## src/rtl/run_sequencer.sv

```systemverilog
// Host-side run controller for the 8-bit accumulator core.
// Launches NUM_PROGS programs back-to-back and measures each one's cycle count.
// A watchdog ends any program that runs too long, and the block reports one
// result record per program.
module run_sequencer #(
  parameter int unsigned NUM_PROGS    = 3,
  parameter int unsigned PSEL_W       = 2,
  parameter int unsigned CNT_W        = 16,
  parameter int unsigned TIMEOUT      = 16'hFFFF,
  parameter int unsigned START_CYCLES = 2
) (
  input  logic              CLK,
  input  logic              RST_N,
  input  logic              req,
  input  logic              abort,
  input  logic              halt,
  output logic              start,
  output logic [PSEL_W-1:0] prog_sel,
  output logic              busy,
  output logic              result_valid,
  output logic [PSEL_W-1:0] result_prog,
  output logic [CNT_W-1:0]  result_cycles,
  output logic              result_timeout,
  output logic              done,
  output logic              error
);

  localparam int unsigned SC_W = (START_CYCLES > 1) ? $clog2(START_CYCLES) : 1;
  localparam logic [SC_W-1:0]   ScLast     = SC_W'(START_CYCLES - 1);
  localparam logic [PSEL_W-1:0] ProgLast   = PSEL_W'(NUM_PROGS - 1);
  localparam logic [CNT_W-1:0]  CntLast    = CNT_W'(TIMEOUT - 1);
  localparam logic [CNT_W-1:0]  CntTimeout = CNT_W'(TIMEOUT);

  typedef enum logic [2:0] {StIdle, StStart, StRun, StRecord, StDone} state_e;

  state_e            stateQ, stateD;
  logic [SC_W-1:0]   scntQ, scntD;
  logic [CNT_W-1:0]  cntQ, cntD;
  logic [PSEL_W-1:0] progSelD, resProgD;
  logic [CNT_W-1:0]  resCyclesD;
  logic              resTimeoutD, errorD, startD, busyD, resValidD, doneD;

  // Next-state, counters and result capture; outputs decoded from the next state
  always_comb begin
    stateD      = stateQ;
    scntD       = scntQ;
    cntD        = cntQ;
    progSelD    = prog_sel;
    resProgD    = result_prog;
    resCyclesD  = result_cycles;
    resTimeoutD = result_timeout;
    errorD      = error;
    unique case (stateQ)
      StIdle: begin
        if (req) begin
          progSelD = '0;
          errorD   = 1'b0;
          cntD     = '0;
          scntD    = '0;
          stateD   = StStart;
        end
      end
      StStart: begin
        if (abort) begin
          stateD = StIdle;
        end else if (scntQ == ScLast) begin
          stateD = StRun;
        end else begin
          scntD = scntQ + 1'b1;
        end
      end
      StRun: begin
        // cntQ == 0 only on the first RUN cycle, where a stale halt is ignored
        if (abort) begin
          stateD = StIdle;
        end else if (halt && (cntQ != '0)) begin
          resCyclesD  = cntQ;
          resTimeoutD = 1'b0;
          resProgD    = prog_sel;
          stateD      = StRecord;
        end else if (cntQ == CntLast) begin
          resCyclesD  = CntTimeout;
          resTimeoutD = 1'b1;
          resProgD    = prog_sel;
          errorD      = 1'b1;
          stateD      = StRecord;
        end else begin
          cntD = cntQ + 1'b1;
        end
      end
      StRecord: begin
        if (abort) begin
          stateD = StIdle;
        end else if (prog_sel == ProgLast) begin
          stateD = StDone;
        end else begin
          progSelD = prog_sel + 1'b1;
          cntD     = '0;
          scntD    = '0;
          stateD   = StStart;
        end
      end
      StDone: begin
        stateD = StIdle;
      end
      default: begin
        stateD = StIdle;
      end
    endcase
    startD    = (stateD == StStart);
    busyD     = (stateD == StStart) || (stateD == StRun) || (stateD == StRecord);
    resValidD = (stateD == StRecord);
    doneD     = (stateD == StDone);
  end

  // State, counters and all registered outputs
  always_ff @(posedge CLK or negedge RST_N) begin
    if (!RST_N) begin
      stateQ         <= StIdle;
      scntQ          <= '0;
      cntQ           <= '0;
      start          <= 1'b0;
      prog_sel       <= '0;
      busy           <= 1'b0;
      result_valid   <= 1'b0;
      result_prog    <= '0;
      result_cycles  <= '0;
      result_timeout <= 1'b0;
      done           <= 1'b0;
      error          <= 1'b0;
    end else begin
      stateQ         <= stateD;
      scntQ          <= scntD;
      cntQ           <= cntD;
      start          <= startD;
      prog_sel       <= progSelD;
      busy           <= busyD;
      result_valid   <= resValidD;
      result_prog    <= resProgD;
      result_cycles  <= resCyclesD;
      result_timeout <= resTimeoutD;
      done           <= doneD;
      error          <= errorD;
    end
  end

endmodule

```

## config.mk

```make
export PLATFORM = sky130hd
export DESIGN_NAME = run_sequencer
export DESIGN_NICKNAME = d
export VERILOG_FILES = /design/src/rtl/run_sequencer.sv
export SDC_FILE = /design/constraint.sdc
export NUM_CORES = 1
export LEC_CHECK = 0
export CAP_MARGIN = 30
export CORE_MARGIN = 2
export CORE_UTILIZATION = 35
export CTS_CLUSTER_DIAMETER = 150
export DETAILED_ROUTE_END_ITERATION = 10
export PLACE_DENSITY = 0.61
export RECOVER_POWER = 50
export SYNTH_ARGS = -nofsm -noshare
export SYNTH_HDL_FRONTEND = slang
export SYNTH_SLANG_ARGS = --single-unit
export TNS_END_PERCENT = 20
```

## constraint.sdc

```tcl
create_clock -name CLK -period 2.5 [get_ports CLK]
set_clock_uncertainty 0.15 [all_clocks]
set_input_delay 0.625 -clock CLK [delete_from_list [all_inputs] [get_ports CLK]]
set_output_delay 0.625 -clock CLK [all_outputs]
set_load 0.03 [all_outputs]
```

==> results of run 1 <==
[through the flow]
step	setup slack, ps	cells
after floorplan	328.7	239
after CTS	185.5	360
after detailed placement	-65.12	353
after global routing	30.64	360
final	182.2	360
after global placement	-15.22	353
[cell families after synthesis]
family / share of synthesized area
multiplexers: 0.01830
flip-flops: 0.4952
buffers and inverters: 0.05220
AO/OA/AOI/OAI: 0.1238
AND/OR/NAND/NOR: 0.2589
adder cells (fa/ha/maj): 0.02153
XOR/XNOR: 0.03014
[final cells by class]
| cell class | count | area share |
|---|---|---|
| multi-input combinational | 168 | 0.3622 |
| timing repair buffer | 54 | 0.1638 |
| clock inverter | 1 | 0.01024 |
| sequential | 46 | 0.3925 |
| inverter | 8 | 0.01024 |
| clock buffer | 6 | 0.02816 |
| tap | 77 | 0.03285 |
[sequential cells by signal, indices dropped and copies added (netlist names), 2 cells and up]
register / count
result_cycles: 16
cntQ: 16
prog_sel: 2
stateQ: 3
result_prog: 2
[power groups by stage]
stage          clock network, mW  logic [mW]  registers, mW
6_report                   0.574       0.933          0.974
5_1_grt                    0.617        1.02          0.999
4_1_cts                    0.596       0.959          0.975
3_5_place_dp                   0       0.958          0.993
3_3_place_gp                   0       0.949          0.986
2_1_floorplan                  0       0.324           1.20
[metal layers]
layer,vias up,GRT usage
met5,-,0
met4,0,0.06638
met3,10,0.02310
met2,40,0.2358
met1,850,0.2044
li1,919,-
[cell usage after synthesis (all sizes together), types with 2 or more instances]
master,instances
and4,3
a21oi,5
mux2i,2
buf,11
dfrtp,46
nor4,10
clkbuf,6
nand4,7
nand2,32
ha,4
and3,2
a41o,5
mux2,2
nor3,4
o21ai,22
nand3,4
inv,8
nand2b,3
or3b,2
xnor2,8
a31oi,4
nor2,35
and2,2
[worst reg2reg max path, cell delays in order (launching register included)]
cell and delay [ps]:
dfrtp_1 380, inv_1 80, ha_1 200, nor4b_4 290
a41oi_4 260, nor4_4 460, a31oi_1 150, a41o_1 230
[cell usage in the layout (no fill, tap or decap), drive strengths merged, types with 2 or more instances in the layout]
cell and count:
a21oi 5, a31oi 4, a41o 5, and2 2, and3 2, and4 3
buf 21, clkbuf 10, clkdlybuf4s50 21, dfrtp 46, dlygate4sd3 8, ha 4
inv 8, mux2 2, mux2i 2, nand2 32, nand2b 3, nand3 4
nand4 7, nor2 35, nor3 4, nor4 10, o21ai 22, or3b 2
xnor2 8
[worst min-delay path by stage]
stage,from,to,depth (start not counted)
4_1_cts,RST_N,cntQ[15],1
3_3_place_gp,result_timeout,result_timeout,2
6_report,result_cycles[11],result_cycles[11],2
2_1_floorplan,RST_N,busy,0
3_5_place_dp,result_timeout,result_timeout,2
5_1_grt,result_cycles[11],result_cycles[11],2
==> flow_metrics.env, run 1 <==
export IMPL_final_cell_area_sq_um=2933
export IMPL_cp_cell_sequence="dlygate4sd3_1, nor2_1, o21ai_0, buf_4, nor4_4, a31oi_1, a41o_1"
export IMPL_grt_pass1_vias=1786
export IMPL_worstPathRequired_ps=2550
export IMPL_cpPeakStageDelay_ps=570
export IMPL_cts_setup_buffers=0
export IMPL_synth_top_area_share=0.4952
export IMPL_worstMarginPinSlew_ps=1189
export IMPL_arrival_ps=2360
export IMPL_endpoint="cntQ[11]"
export IMPL_wl_met2_microns=2375
export IMPL_rrSetupSlack_ps=180
export IMPL_via_per_inst=5.053
export IMPL_ir_drop_mv=0.3974
export IMPL_multi_input_area_sq_um=1062
export IMPL_worst_path_stages=7
export IMPL_hold_slack_ps=324.8
export IMPL_status="finished clean"
export IMPL_crit_buf_inv=2
export IMPL_drv_cap=0
export IMPL_rr_startpoint="cntQ[0]"
export IMPL_grt_max_degree=34
export IMPL_crit_slowest_cell="dlygate4sd3_1"
export IMPL_die_area_sq_um=7310
export IMPL_yosys_top_cells_area="dfrtp_1 (50%), nor2_1 (5.7%), nand2_1 (5.2%), o21ai_0 (4.5%), nor4_4 (3.7%)"
export IMPL_routed_wirelength_microns=5146
export IMPL_relSlewSlack=0.2072
export IMPL_switching_share=0.3568
export IMPL_initial_core_util=0.3640
export IMPL_synth_top_area_cell="dfrtp_1"
export IMPL_setup_tns_ps=0
export IMPL_cts_hold_buf=0
export IMPL_die_width_microns=85.50
export IMPL_drt_iter0_markers=72
export IMPL_routed_top_layer="met4"
export IMPL_final_util=0.4592
export IMPL_drive_gt1_frac=0.1555
export IMPL_synthesis_nets=248
export IMPL_worstPathMaxFanout=5
export IMPL_synthDistinctLibCells=40
export IMPL_period_minus_slack_ps=2318
export IMPL_r2r_end="cntQ[11]"
export IMPL_rsz0062_at_grt="false"
export IMPL_die_h_microns=85.50
export IMPL_p_clk_frac=0.231
export IMPL_dpl_hpwl_microns=3737
export IMPL_cp_startpoint="abort"
export IMPL_startpoint_type="input port"
export IMPL_vias=1819
export IMPL_syn_area_per_cell_sq_um=9.727
export IMPL_drv_slew=0
export IMPL_setup_viol=0
export IMPL_htree_levels=2
export IMPL_max_clock_freq_mhz=431.4
export IMPL_gp_congestion=0.8944
export IMPL_hold_viol_final=0
export IMPL_io_buffers=30
export IMPL_leakagePower_nw=1.393
export IMPL_totalPowerFinal_mw=2.481
export IMPL_async_flop_share=1.000
export IMPL_core_area_sq_um=6386
export IMPL_grt_pass1_wl_microns=8700
export IMPL_pwr_share_comb=0.376
export IMPL_syn_inst=239
export IMPL_synth_seq_cells=46
export IMPL_first_pass_iters=4
export IMPL_crit_type="input port to register"
export IMPL_io_pins=31
export IMPL_p_int_mw=1.596
export IMPL_cts_tree="yes"
export IMPL_grt_total_usage=0.1496
export IMPL_hold_path_class="register to register"
export IMPL_grt_antenna_before_repair=0
export IMPL_reg2reg_depth=7
export IMPL_clock_latency_ps=300
export IMPL_yosysWarnings=0
export IMPL_switchingPower_mw=0.8853
export IMPL_critPathCaptureType="register"
export IMPL_cts_clk_slew_worst_paths_ps=80
export IMPL_cts_num_sinks=46
export IMPL_yosysSeqAreaShare=0.4952
export IMPL_cts_buffer_depth=2
export IMPL_synth_ff_type="dfrtp_1"
export IMPL_crit_family="buffers and inverters"
export IMPL_met1_length_microns=2517
export IMPL_drc=0
export IMPL_syn_to_final_growth_pct=26.16
export IMPL_power_density_nw_per_um2=846.0
export IMPL_overflow=0
export IMPL_post_cts_resized=0
export IMPL_cts_buffers_inserted=5
export IMPL_dpl_instance_area_sq_um=2840
export IMPL_fill_cells=615
export IMPL_synth_edf_count=0
export IMPL_num_rows=29
export IMPL_syn_area_sq_um=2325
export IMPL_num_antenna_cells=0
export IMPL_antenna_left=0
export IMPL_regArea_sq_um=1151
export IMPL_clock_root_buffer="clkbuf_8"
export IMPL_seqPwrFrac=0.393
export IMPL_wire_per_inst_microns=14.29
export IMPL_post_route_period_util=0.9271
export IMPL_met3_length_microns=144
export IMPL_fin_nets=292
Power figures use the tool's default switching activity.
==> run 2: changes to the inputs <==
--- a/config.mk
+++ b/config.mk
@@ -15,4 +15,4 @@
 export SYNTH_ARGS = -nofsm -noshare
 export SYNTH_HDL_FRONTEND = slang
 export SYNTH_SLANG_ARGS = --single-unit
-export TNS_END_PERCENT = 20
+export TNS_END_PERCENT = 30
==> results of run 2 <==
Final layout, timing and power as in run 1 (identical DEF).
==> run 3: changes to the inputs <==
--- a/config.mk
+++ b/config.mk
@@ -6,7 +6,7 @@
 export NUM_CORES = 1
 export LEC_CHECK = 0
 export CAP_MARGIN = 30
-export CORE_MARGIN = 2
+export CORE_MARGIN = 5
 export CORE_UTILIZATION = 35
 export CTS_CLUSTER_DIAMETER = 150
 export DETAILED_ROUTE_END_ITERATION = 10
@@ -15,4 +15,3 @@
 export SYNTH_ARGS = -nofsm -noshare
 export SYNTH_HDL_FRONTEND = slang
 export SYNTH_SLANG_ARGS = --single-unit
-export TNS_END_PERCENT = 30
==> run 3 against run 2 <==
Compared with the run above: sequential power hardly changed; sequential share of layout area is 1.0 points lower; setup slack got worse by 37 ps; final cell count increased by 3.9%; core utilization is 0.97 points higher; non-clock buffer count grew 13; largest cell class unchanged; largest power group unchanged; highest routed layer unchanged.
==> flow_metrics.env, run 3 (synthesis results as in run 1) <==
export IMPL_status="finished clean"
export IMPL_cts_buffer_depth=2
export IMPL_num_antenna_cells=0
export IMPL_rsz0062_at_grt="false"
export IMPL_leakagePower_nw=1.446
export IMPL_startpoint_type="input port"
export IMPL_relSlewSlack=0.1384
export IMPL_wire_per_inst_microns=14.91
export IMPL_cts_buffers_inserted=5
export IMPL_htree_levels=2
export IMPL_drc=0
export IMPL_drt_iter0_markers=128
export IMPL_drv_slew=0
export IMPL_via_per_inst=5.051
export IMPL_die_area_sq_um=8372
export IMPL_final_util=0.4689
export IMPL_final_cell_mix="dfrtp_1 (46), nor2_1 (35), nand2_1 (32), buf_4 (32)"
export IMPL_overflow=0
export IMPL_hold_slack_ps=331.1
export IMPL_final_common_cell="dfrtp_1"
export IMPL_fill_cells=601
export IMPL_grt_pass1_vias=1825
export IMPL_gp_congestion=0.8773
export IMPL_ir_drop_mv=0.3966
export IMPL_worstPathMaxFanout=6
export IMPL_worstMarginPinSlew_ps=1292
export IMPL_grt_antenna_before_repair=0
export IMPL_cts_tree="yes"
export IMPL_hold_path_class="register to register"
export IMPL_rrSetupSlack_ps=160
export IMPL_setup_viol=0
export IMPL_die_width_microns=91.50
export IMPL_syn_to_final_growth_pct=29.55
export IMPL_initial_core_util=0.3620
export IMPL_die_h_microns=91.50
export IMPL_cts_num_sinks=46
export IMPL_totalPowerFinal_mw=2.411
export IMPL_final_cell_area_sq_um=3012
export IMPL_power_density_nw_per_um2=800.5
export IMPL_routed_wirelength_microns=5577
export IMPL_reg2reg_depth=9
export IMPL_dpl_instance_area_sq_um=2925
export IMPL_dp_slack_ps=-67.40
export IMPL_grt_total_usage=0.1391
export IMPL_io_pins=31
export IMPL_antenna_left=0
export IMPL_crit_type="input port to register"
export IMPL_worstPathRequired_ps=2540
export IMPL_period_minus_slack_ps=2354
export IMPL_clock_root_buffer="clkbuf_8"
export IMPL_max_clock_freq_mhz=424.7
export IMPL_post_route_period_util=0.9418
export IMPL_cts_clk_slew_worst_paths_ps=80
export IMPL_drv_cap=0
export IMPL_cts_hold_buf=0
export IMPL_core_area_sq_um=6422
export IMPL_hp_start="result_cycles[8]"
export IMPL_clock_latency_ps=300
export IMPL_dpl_hpwl_microns=4170
export IMPL_num_rows=29
export IMPL_critPathCaptureType="register"
export IMPL_hold_end="result_cycles[8]"
export IMPL_io_buffers=30
export IMPL_r2r_end="cntQ[8]"
export IMPL_fin_nets=305
export IMPL_grt_pass1_wl_microns=9315
export IMPL_arrival_ps=2400
export IMPL_setup_slack_ps=145.6
export IMPL_grt_max_degree=34
export IMPL_first_pass_iters=4
export IMPL_hold_viol_final=0
export IMPL_holdPathStages=2
export IMPL_top_regs="cntQ: 16 flops, result_cycles: 16 flops, stateQ: 3 flops"
export IMPL_drive_gt1_frac=0.1919
export IMPL_vias=1889
export IMPL_rr_startpoint="cntQ[0]"
run 3: changes by cell type in the layout (fill, tap and decap cells not counted):
cell       change
clkinv_2       +1
nor4_2         +1
bufinv_16      -1
buf_4         +12
nor4_1         -1
clkbuf_1       +2
run 3: worst max-delay path, cell delays in order:
cell           delay, ps
dlygate4sd3_1        580
o21ba_2              150
o21ai_0              110
buf_4                170
nor4_4               410
a31oi_1              140
a41o_1               220
run 3: worst max-delay path by stage:
stage	startpoint	to	slack, ps	cells past startpoint
finish	req	cntQ[9]	150	7
global route	cntQ[0]	cntQ[8]	30	9
CTS	cntQ[0]	cntQ[3]	90	9
detailed placement	req	cntQ[3]	-70	8
global placement	req	cntQ[14]	-20	6
floorplan	prog_sel[0]	cntQ[0]	330	7
run 3: report_power, final:
part	internal [mW]	leakage, nW	switching, mW
Combinational	0.412	0.774	0.553
Clock	0.223	0.0482	0.245
Sequential	0.882	0.623	0.0946
Total	1.52	1.45	0.893
run 3: repair_timing:
action | 4_1_cts | 5_1_grt
endpoints found under the setup margin | 0 | 3
buffers inserted | 0 | 0
resized for setup | 0 | 1
run 3: metrics by stage:
step	std cells	TNS (ps)
after floorplan	239	0
after global placement	366	-57.55
after detailed placement	366	-277.5
after CTS	374	0
after global routing	374	0
final	374	0
run 3: final cells by class:
class / count / area, sq um / area share
Sequential cell: 46 / 1151 / 0.3822
Multi-Input combinational cell: 168 / 1069 / 0.3548
Timing Repair Buffer: 67 / 574.3 / 0.1907
Tap cell: 77 / 96.34 / 0.03199
Clock buffer: 7 / 86.33 / 0.02867
Inverter: 8 / 30.03 / 0.009971
Clock inverter: 1 / 5.005 / 0.001662
run 3: routing by layer:
layer,GRT usage,part of all wire,routed length [microns]
met1,0.1921,0.47,2602
met2,0.2136,0.46,2538
met3,0.02975,0.060,333
met4,0.05151,0.018,103
met5,0,0,0
